## config.mk

```make
export PLATFORM = sky130hd
export DESIGN_NAME = z80_reg_formatter
export DESIGN_NICKNAME = d
export VERILOG_FILES = /design/src/rtl/z80_dbg_pkg.sv /design/src/rtl/z80_fmt_charrom.sv /design/src/rtl/z80_reg_formatter.sv
export SDC_FILE = /design/constraint.sdc
export NUM_CORES = 1
export LEC_CHECK = 0
export CORE_ASPECT_RATIO = 1.2
export CORE_UTILIZATION = 56
export DETAILED_ROUTE_END_ITERATION = 10
export HOLD_SLACK_MARGIN = 0.02
export PLACE_DENSITY = 0.86
export SYNTH_ARGS = -nofsm -noshare
export SYNTH_HDL_FRONTEND = slang
export SYNTH_SLANG_ARGS = --single-unit
```

## constraint.sdc

```tcl
create_clock -name clk_sys -period 4.15 [get_ports clk_sys]
set_input_delay 1.245 -clock clk_sys [delete_from_list [all_inputs] [get_ports clk_sys]]
set_output_delay 1.245 -clock clk_sys [all_outputs]
set_load 0.01 [all_outputs]
```

## src/rtl/z80_dbg_pkg.sv

```systemverilog
// Shared layout constants, state encoding and snapshot record for the register panel formatter.
// Z80_FMT_ALTREG_EN adds the alternate register row (BC', DE', HL') to the panel.
package z80_dbg_pkg;

  localparam int PANEL_COLS = 24;
`ifdef Z80_FMT_ALTREG_EN
  localparam int PANEL_ROWS = 4;
`else
  localparam int PANEL_ROWS = 3;
`endif
  localparam int PANEL_LAST = PANEL_ROWS * PANEL_COLS - 1;

  localparam logic [7:0] ASC_SPACE = 8'h20;
  localparam logic [7:0] ASC_COLON = 8'h3A;
  localparam logic [7:0] ASC_DASH  = 8'h2D;
  localparam logic [7:0] ASC_APOS  = 8'h27;

  typedef enum logic [1:0] {
    IDLE   = 2'd0,
    EMIT   = 2'd1,
    FINISH = 2'd2
  } fmt_state_t;

  typedef struct packed {
    logic [15:0] pc;
    logic [15:0] sp;
    logic [15:0] bc;
    logic [15:0] de;
    logic [15:0] hl;
    logic [15:0] ix;
    logic [15:0] iy;
    logic [7:0]  ac;
    logic        z;
    logic        n;
    logic        p;
    logic        c;
`ifdef Z80_FMT_ALTREG_EN
    logic [15:0] bc_alt;
    logic [15:0] de_alt;
    logic [15:0] hl_alt;
`endif
  } snap_t;

  function automatic logic [7:0] hex_ascii(input logic [3:0] n);
    if (n < 4'd10) return 8'h30 + 8'(n);
    else           return 8'h41 + 8'(n) - 8'd10;
  endfunction

endpackage

```

## src/rtl/z80_fmt_charrom.sv

```systemverilog
// Combinational character generator: maps a panel (row, col) and register snapshot to ASCII.
// Z80_FMT_ALTREG_EN enables row 3 (alternate register set).
module z80_fmt_charrom
  import z80_dbg_pkg::*;
(
  input  logic [1:0] row_i,
  input  logic [4:0] col_i,
  input  snap_t      snap_i,
  output logic [7:0] char_o
);

  // Every row is three 8-column groups; most groups are "LL:hhhh " register fields.
  logic [1:0]  grp;
  logic [2:0]  off;
  logic [15:0] word;
  logic [7:0]  lbl0;
  logic [7:0]  lbl1;
  logic [7:0]  sep;
  logic        is_word;

  always_comb begin
    grp     = col_i[4:3];
    off     = col_i[2:0];
    word    = '0;
    lbl0    = ASC_SPACE;
    lbl1    = ASC_SPACE;
    sep     = ASC_COLON;
    is_word = 1'b0;
    char_o  = ASC_SPACE;

    case ({row_i, grp})
      4'b00_00: begin word = snap_i.pc; lbl0 = "P"; lbl1 = "C"; is_word = 1'b1; end
      4'b00_01: begin word = snap_i.sp; lbl0 = "S"; lbl1 = "P"; is_word = 1'b1; end
      4'b01_00: begin word = snap_i.bc; lbl0 = "B"; lbl1 = "C"; is_word = 1'b1; end
      4'b01_01: begin word = snap_i.de; lbl0 = "D"; lbl1 = "E"; is_word = 1'b1; end
      4'b01_10: begin word = snap_i.hl; lbl0 = "H"; lbl1 = "L"; is_word = 1'b1; end
      4'b10_00: begin word = snap_i.ix; lbl0 = "I"; lbl1 = "X"; is_word = 1'b1; end
      4'b10_01: begin word = snap_i.iy; lbl0 = "I"; lbl1 = "Y"; is_word = 1'b1; end
`ifdef Z80_FMT_ALTREG_EN
      4'b11_00: begin word = snap_i.bc_alt; lbl0 = "B"; lbl1 = "C"; sep = ASC_APOS; is_word = 1'b1; end
      4'b11_01: begin word = snap_i.de_alt; lbl0 = "D"; lbl1 = "E"; sep = ASC_APOS; is_word = 1'b1; end
      4'b11_10: begin word = snap_i.hl_alt; lbl0 = "H"; lbl1 = "L"; sep = ASC_APOS; is_word = 1'b1; end
`endif
      default: ;
    endcase

    if (is_word) begin
      case (off)
        3'd0: char_o = lbl0;
        3'd1: char_o = lbl1;
        3'd2: char_o = sep;
        3'd3: char_o = hex_ascii(word[15:12]);
        3'd4: char_o = hex_ascii(word[11:8]);
        3'd5: char_o = hex_ascii(word[7:4]);
        3'd6: char_o = hex_ascii(word[3:0]);
        default: char_o = ASC_SPACE;
      endcase
    end else if (row_i == 2'd0 && grp == 2'd2) begin
      case (off)
        3'd0: char_o = "A";
        3'd1: char_o = ASC_COLON;
        3'd2: char_o = hex_ascii(snap_i.ac[7:4]);
        3'd3: char_o = hex_ascii(snap_i.ac[3:0]);
        default: char_o = ASC_SPACE;
      endcase
    end else if (row_i == 2'd2 && grp == 2'd2) begin
      case (off)
        3'd0: char_o = "F";
        3'd1: char_o = ASC_COLON;
        3'd2: char_o = snap_i.z ? 8'h5A : ASC_DASH;
        3'd3: char_o = snap_i.n ? 8'h4E : ASC_DASH;
        3'd4: char_o = snap_i.p ? 8'h50 : ASC_DASH;
        3'd5: char_o = snap_i.c ? 8'h43 : ASC_DASH;
        default: char_o = ASC_SPACE;
      endcase
    end
  end

endmodule

```

## src/rtl/z80_reg_formatter.sv

```systemverilog
// Snapshots Z80 debugger registers on start and streams them as an ASCII panel over valid/ready.
// Z80_FMT_ALTREG_EN adds BC_alt/DE_alt/HL_alt ports and a fourth panel row.
//   state  | meaning
//   IDLE   | waiting for start; snapshot frozen
//   EMIT   | presenting panel character at (row, col)
//   FINISH | one-cycle done pulse
module z80_reg_formatter
  import z80_dbg_pkg::*;
(
  input  logic        clk_sys,
  input  logic        reset_n,
  input  logic        start,
  input  logic [15:0] PC,
  input  logic [15:0] SP,
  input  logic [15:0] BC,
  input  logic [15:0] DE,
  input  logic [15:0] HL,
  input  logic [15:0] IX,
  input  logic [15:0] IY,
  input  logic [7:0]  AC,
  input  logic        Z,
  input  logic        N,
  input  logic        P,
  input  logic        C,
`ifdef Z80_FMT_ALTREG_EN
  input  logic [15:0] BC_alt,
  input  logic [15:0] DE_alt,
  input  logic [15:0] HL_alt,
`endif
  output logic [7:0]  char_data,
  output logic [1:0]  char_row,
  output logic [4:0]  char_col,
  output logic        char_valid,
  input  logic        char_ready,
  output logic        busy,
  output logic        done
);

  fmt_state_t state_q, state_d;
  logic [1:0] row_q, row_d;
  logic [4:0] col_q, col_d;
  snap_t      snap_q, snap_d, snap_in;
  logic [7:0] rom_char;
  logic       at_last;
  logic       at_row_end;

  always_comb begin
    snap_in    = '0;
    snap_in.pc = PC;
    snap_in.sp = SP;
    snap_in.bc = BC;
    snap_in.de = DE;
    snap_in.hl = HL;
    snap_in.ix = IX;
    snap_in.iy = IY;
    snap_in.ac = AC;
    snap_in.z  = Z;
    snap_in.n  = N;
    snap_in.p  = P;
    snap_in.c  = C;
`ifdef Z80_FMT_ALTREG_EN
    snap_in.bc_alt = BC_alt;
    snap_in.de_alt = DE_alt;
    snap_in.hl_alt = HL_alt;
`endif
  end

  // Index is kept as (row, col) directly so no divide is needed for the coordinates.
  assign at_row_end = (col_q == 5'(PANEL_COLS - 1));
  assign at_last    = at_row_end && (row_q == 2'(PANEL_ROWS - 1));

  always_comb begin
    state_d = state_q;
    row_d   = row_q;
    col_d   = col_q;
    snap_d  = snap_q;
    case (state_q)
      IDLE: begin
        if (start) begin
          snap_d  = snap_in;
          row_d   = '0;
          col_d   = '0;
          state_d = EMIT;
        end
      end
      EMIT: begin
        if (char_ready) begin
          if (at_last) begin
            row_d   = '0;
            col_d   = '0;
            state_d = FINISH;
          end else if (at_row_end) begin
            row_d = row_q + 2'd1;
            col_d = '0;
          end else begin
            col_d = col_q + 5'd1;
          end
        end
      end
      FINISH:  state_d = IDLE;
      default: state_d = IDLE;
    endcase
  end

  always_ff @(posedge clk_sys) begin
    if (!reset_n) begin
      state_q <= IDLE;
      row_q   <= '0;
      col_q   <= '0;
      snap_q  <= '0;
    end else begin
      state_q <= state_d;
      row_q   <= row_d;
      col_q   <= col_d;
      snap_q  <= snap_d;
    end
  end

  z80_fmt_charrom u_charrom (
    .row_i  (row_q),
    .col_i  (col_q),
    .snap_i (snap_q),
    .char_o (rom_char)
  );

  assign char_valid = (state_q == EMIT);
  assign char_data  = char_valid ? rom_char : ASC_SPACE;
  assign char_row   = row_q;
  assign char_col   = col_q;
  assign busy       = (state_q != IDLE);
  assign done       = (state_q == FINISH);

endmodule

```

==> results of run 1 <==
-- cells in the mapped netlist, drive strengths merged, types with 5 or more instances --
| master | n | share of area, % |
|---|---|---|
| a22oi | 11 | 1.1 |
| a31oi | 12 | 1.0 |
| a21oi | 30 | 2.1 |
| a221oi | 5 | 0.78 |
| nand2 | 276 | 14 |
| clkbuf | 47 | 2.5 |
| a21boi | 126 | 13 |
| o21ai | 24 | 1.7 |
| nor3b | 7 | 0.80 |
| nand3 | 8 | 0.56 |
| ha | 7 | 1.2 |
| o211ai | 9 | 1.1 |
| inv | 13 | 0.68 |
| a211oi | 6 | 0.70 |
| nor2 | 28 | 1.5 |
| and3 | 7 | 0.61 |
| mux2 | 14 | 2.2 |
| mux2i | 18 | 2.5 |
| nand3b | 6 | 0.63 |
| nor2b | 13 | 1.1 |
| nand2b | 8 | 0.70 |
| dfxtp | 133 | 37 |
| nand4 | 5 | 0.44 |
| buf | 23 | 1.8 |
-- final timing paths --
| path | from | to | slack (ps) | cells past startpoint |
|---|---|---|---|---|
| worst max-delay path | char_row[1] | char_data[3] | 50 | 9 |
| worst min-delay path | snap_q[95] | snap_q[95] | 460 | 2 |
| worst max register to register | state_q[0] | snap_q[57] | 2140 | 5 |
| worst min register to register | snap_q[95] | snap_q[95] | 460 | 2 |
-- flip-flops by register name, summed over array words and instances (netlist names) --
name,cells
snap_q,124
char_col,5
char_row,2
state_q,2
-- metrics by stage --
step / area [sq um] / hold WS [ps] / total power, uW
after floorplan: 7190 / 439 / 1790
after global placement: 8920 / 448 / 2080
after detailed placement: 8920 / 454 / 2090
after CTS: 9610 / 462 / 3630
after global routing: 9790 / 487 / 3770
final: 9790 / 460 / 3650
-- cell type report --
class                      instances  share of cell area, %
tap                              161                   2.06
inverter                          15                  0.575
clock buffer                      19                   4.53
multi-input combinational        701                   43.6
timing repair buffer             201                   20.2
sequential                       133                   27.3
clock inverter                    13                   1.75
-- kinds of logic (layout without fill, tap and decap cells) --
kind of cell / after synthesis / in the layout / synth area share (%)
buf+inv: 85 / 248 / 5.08
flops: 133 / 133 / 37.0
xor+xnor: 8 / 8 / 0.975
mux: 33 / 33 / 5.01
simple gates: 385 / 385 / 23.6
other cells: 1 / 1 / 0.0522
fa+ha+maj: 7 / 7 / 1.22
compound gates: 267 / 267 / 27.0
-- layer usage --
layer / routed length, microns / part of all wire [%] / GRT usage [%] / up-vias
li1: - / - / - / 3495
met1: 9130 / 38 / 39.4 / 3465
met2: 12300 / 51 / 64.1 / 334
met3: 1390 / 5.7 / 7.30 / 92
met4: 1370 / 5.7 / 21.5 / 0
met5: 0 / 0 / 0 / -
-- power breakdown --
part,switching (uW),internal (uW)
Clock,601,968
Combinational,336,304
Sequential,74.4,1370
-- worst register-to-register path, cell delays in order, from the launching register on --
cell and delay, ps:
dfxtp_1 350, nor2_1 280, and2_4 550, buf_12 340, nand2_1 150, a21boi_0 240
-- timing repair --
action                     4_1_cts  5_1_grt
resized for setup               21       28
gates cloned                     1        2
pin swaps                        5       13
buffers inserted                 1        9
hold endpoints to repair         0        0
setup endpoints to repair        7        7
==> flow_summary_export.csv, run 1 <==
group,metric,value,unit
sta,setup_viol,0,
place,dp_cells,1198,
run,max_cap_violations,0,
synthesis,ys_warn_count,0,
layout,area_growth,36.2,%
cts,clock_latency,430,ps
worst_hold_path,hold_path.class,"register to register",
cts,cts_tree,"yes",
cts,cts-root-buf,"clkbuf_16",
critical_path,end_kind,"primary output",
synthesis,syn_inst,919,
routing,viasPerCell,5.94,
layout,final_cell_mix,"nand2_1, clkdlybuf4s50_1, dfxtp_1",
sta,finalMaxSlewViolations,0,
floorplan,io_pins,146,
layout,final_cells,1243,
power,power_density,373,nW/um^2
synthesis,async_reset_ff_share,0,%
critical_path,critPathMaxStageDelay,390,ps
floorplan,dieWidth,105,microns
run_status,status,"complete, no violations",
synthesis,synth_cell_type_count,77,
sta,hold_viol_final,0,
floorplan,core,12300,sq um
cts,cts_sinks,133,
sta,fin_crit,4100,ps
power,total_leakage_power,0.00362,uW
power,ir_worst_vdd,0.000359,V
synthesis,syn-num-nets,1054,
routing,vias,7386,
sta,setup-tns-final,0,ps
routing,detail_route.wl_per_cell,19.5,microns
global_routing,grt-ovfl-total,0,
place,place_congestion,0.945,
critical_path,critical_path.top_delay_family,"compound AO/OA/AOI/OAI gates",
critical_path,required,2900,ps
routing,antenna_left,0,
critical_path,setup.worst_path.class,"register to primary output",
place,portBuffers,144,
place,pre_cts_slack,95.6,ps
routing,wirelength,24200,microns
synthesis,synth-edff-count,0,
routing,drtIter0Drc,539,
synthesis,syn-cell-area,7190,sq um
floorplan,start_util,58.3,%
sta,worstMarginPinSlew,576,ps
floorplan,rows,44,
layout,fillers,836,
layout,antenna_cells,0,
cts,clk_path_buf_depth,2,
synthesis,ys_ff_latch,133,
cts,cts_buffers,17,
routing,drc,0,
sta,relSlewSlack,61.2,%
critical_path,cp.arrival,2850,ps
layout,nNetsFinal,1204,
sta,fin_ws,53.7,ps
layout,multiInputGateArea,4270,sq um
critical_path,path_buf_inv,3,
global_routing,grt_use_total,36.1,%
synthesis,avgSynthCellArea,7.82,sq um
sta,min_period_over_period,98.7,%
layout,fin_util,79.4,%
global_routing,antenna_found_initial,0,
critical_path,cp_slowest_cell,"a222oi_1",
sta,skew,5.82,ps
synthesis,synth_ff_type,"dfxtp_1",
global_routing,grt_max_degree,81,
layout,ff_latch_area,2670,sq um
routing,dr.pass1.iters,5,
critical_path,critPathLaunchType,"register",
cts,clkTransAtPathRegs,60,ps
global_routing,grt_pass1_vias,7140,
cts,h-tree-depth,4,
global_routing,grt_pass1_wl,36400,microns
synthesis,seq_area_frac_synth,37.0,%
layout,final_common_cell,"nand2_1",
floorplan,die-area,13300,sq um
floorplan,die_h,126,microns
critical_path,crit_top_cell,"a31oi_1",
cts,cts-hold-fix-buffers,0,
layout,drive_above_1_share,12.8,%
place,dpl.hpwl,17300,microns
critical_path,worstPathCellList,"buf_12 -> mux2_1 -> a222oi_1 -> nand2_1 -> buf_4 -> nor3_1 -> a31oi_1 -> a31oi_1 -> dlygate4sd2_1",
sta,max_freq,244,MHz
critical_path,cp_max_fo,13,
Power figures use the tool's default switching activity.
==> run 2, diff against run 1 <==
Settings changed: TNS_END_PERCENT from default to 30.
==> flow_summary_export.csv, run 2 (synthesis gave the netlist of run 1 again) <==
group,metric,value,unit
power,p_sw,1010,uW
place,place_congestion,0.945,
cts,cts_buffers,17,
floorplan,io_pins,146,
global_routing,grt-ovfl-total,0,
cts,cts_tree,"yes",
floorplan,core,12300,sq um
layout,largest_register_ffs,124,
cts,clock_latency,430,ps
sta,fin_ws,59.0,ps
layout,nNetsFinal,1194,
layout,max_flop_register,"snap_q",
critical_path,worstPathCellList,"buf_12 -> mux2_1 -> a222oi_1 -> nand2_1 -> buf_4 -> nor3_1 -> a31oi_1 -> a31oi_1 -> dlygate4sd2_1",
critical_path,critical_path.top_delay_family,"compound AO/OA/AOI/OAI gates",
sta,min_period_over_period,98.6,%
layout,final_cell_area,9650,sq um
power,p_clk_share,43.0,%
worst_hold_path,hold_path.class,"register to register",
critical_path,end_kind,"primary output",
global_routing,grt_use_total,36.0,%
worst_hold_path,min_to,"snap_q[95]",
floorplan,die_h,126,microns
sta,relSlewSlack,61.3,%
critical_path,cp_max_fo,25,
critical_path,required,2900,ps
cts,clk_path_buf_depth,2,
run,max_cap_violations,0,
routing,wirelength,23800,microns
power,power_density,377,nW/um^2
floorplan,rows,44,
routing,drc,0,
critical_path,reg2reg_depth,7,
power,power.share.sequential,39.5,%
power,pwr-share-comb,17.5,%
layout,final_common_cell,"nand2_1",
cts,cts_sinks,133,
cts,clkTransAtPathRegs,60,ps
power,swShare,27.6,%
floorplan,die-area,13300,sq um
global_routing,grt_pass1_wl,36400,microns
sta,worstMarginPinSlew,581,ps
sta,fin_crit,4090,ps
layout,antenna_cells,0,
critical_path,cp.arrival,2850,ps
critical_path,cp_slowest_cell,"a222oi_1",
place,place_area,8920,sq um
cts,h-tree-depth,4,
worst_hold_path,hold_path_depth,2,
critical_path,critPathMaxStageDelay,390,ps
critical_path,setup.worst_path.class,"register to primary output",
global_routing,grt_pass1_vias,7128,
layout,final_cell_mix,"nand2_1, clkdlybuf4s50_1, dfxtp_1",
layout,drive_above_1_share,11.8,%
critical_path,timing.rr.end,"char_row[1]",
power,total_leakage_power,0.00355,uW
layout,area_growth,34.2,%
sta,finalMaxSlewViolations,0,
floorplan,start_util,58.3,%
sta,setup_viol,0,
global_routing,antenna_found_initial,0,
sta,max_freq,244,MHz
critical_path,path_buf_inv,3,
sta,skew,6.98,ps
cts,cts-root-buf,"clkbuf_16",
worst_hold_path,min_from,"snap_q[95]",
routing,vias,7279,
critical_path,r2r_setup_slack,2170,ps
critical_path,r2r-start,"char_col[3]",
run_status,status,"complete, no violations",
critical_path,critPathLaunchType,"register",
place,dp_cells,1198,
layout,final_cells,1233,
routing,drtIter0Drc,557,
critical_path,crit_top_cell,"a31oi_1",
power,total_power,3640,uW
global_routing,grt_max_degree,81,
power,internal_power,2630,uW
place,portBuffers,144,
routing,viasPerCell,5.90,
sta,hold_viol_final,0,
place,pre_cts_slack,95.6,ps
routing,dr.pass1.iters,8,
floorplan,dieWidth,105,microns
routing,antenna_left,0,
routing,detail_route.wl_per_cell,19.3,microns
sta,rsz0062_at_grt,"yes",
power,ir_worst_vdd,0.000358,V
place,dpl.hpwl,17300,microns
==> run 2: worst reg2reg max path, delay by kind of cell, from the launching register on <==
kind,cells,cell delay (ps)
AOI/OAI and AO/OA,3,750
and+or+nand+nor,3,510
DFF,1,390
buffers and inverters,1,190
==> run 2: repair_timing <==
action | CTS | global route
hold buffers | 0 | 0
gates cloned | 1 | 0
resized for setup | 19 | 22
pin swaps | 5 | 10
endpoints found under the setup margin | 7 | 7
buffers inserted | 1 | 1
==> run 2: metrics by stage <==
stage               setup TNS (ps)  hold WS (ps)  utilization, %
global route                  -105           487            78.2
CTS                          -38.1           462            77.9
detailed placement               0           454            72.3
floorplan                        0           439               -
finish                           0           460            78.2
global placement                 0           448            72.3
==> run 2: final cells by class <==
class | count | area (sq um)
Tap cell | 161 | 201
Timing Repair Buffer | 191 | 1850
Fill cell | 861 | 2690
Multi-Input combinational cell | 701 | 4250
Clock inverter | 13 | 171
Clock buffer | 19 | 443
Inverter | 15 | 56.3
Sequential cell | 133 | 2670
==> run 2: power by group through the flow <==
stage	combinational, uW	sequential [uW]	clock, uW
after floorplan	353	1430	0
after global placement	614	1460	0
after detailed placement	621	1460	0
after CTS	627	1440	1570
after global routing	693	1450	1620
final	635	1440	1570
==> run 2: worst max path at each step <==
stage / from / end / depth (start not counted)
floorplan: char_row[1] / char_data[0] / 8
global placement: char_row[1] / char_data[0] / 10
detailed placement: char_row[1] / char_data[0] / 10
CTS: char_row[1] / char_data[5] / 11
global route: char_row[1] / char_data[6] / 10
finish: char_row[1] / char_data[3] / 9
==> run 2: metal layers <==
layer / global-route usage [%] / routed length [microns]
met1: 39.4 / 9240
met2: 64.2 / 12000
met3: 7.30 / 1220
met4: 21.3 / 1330
met5: 0 / 0
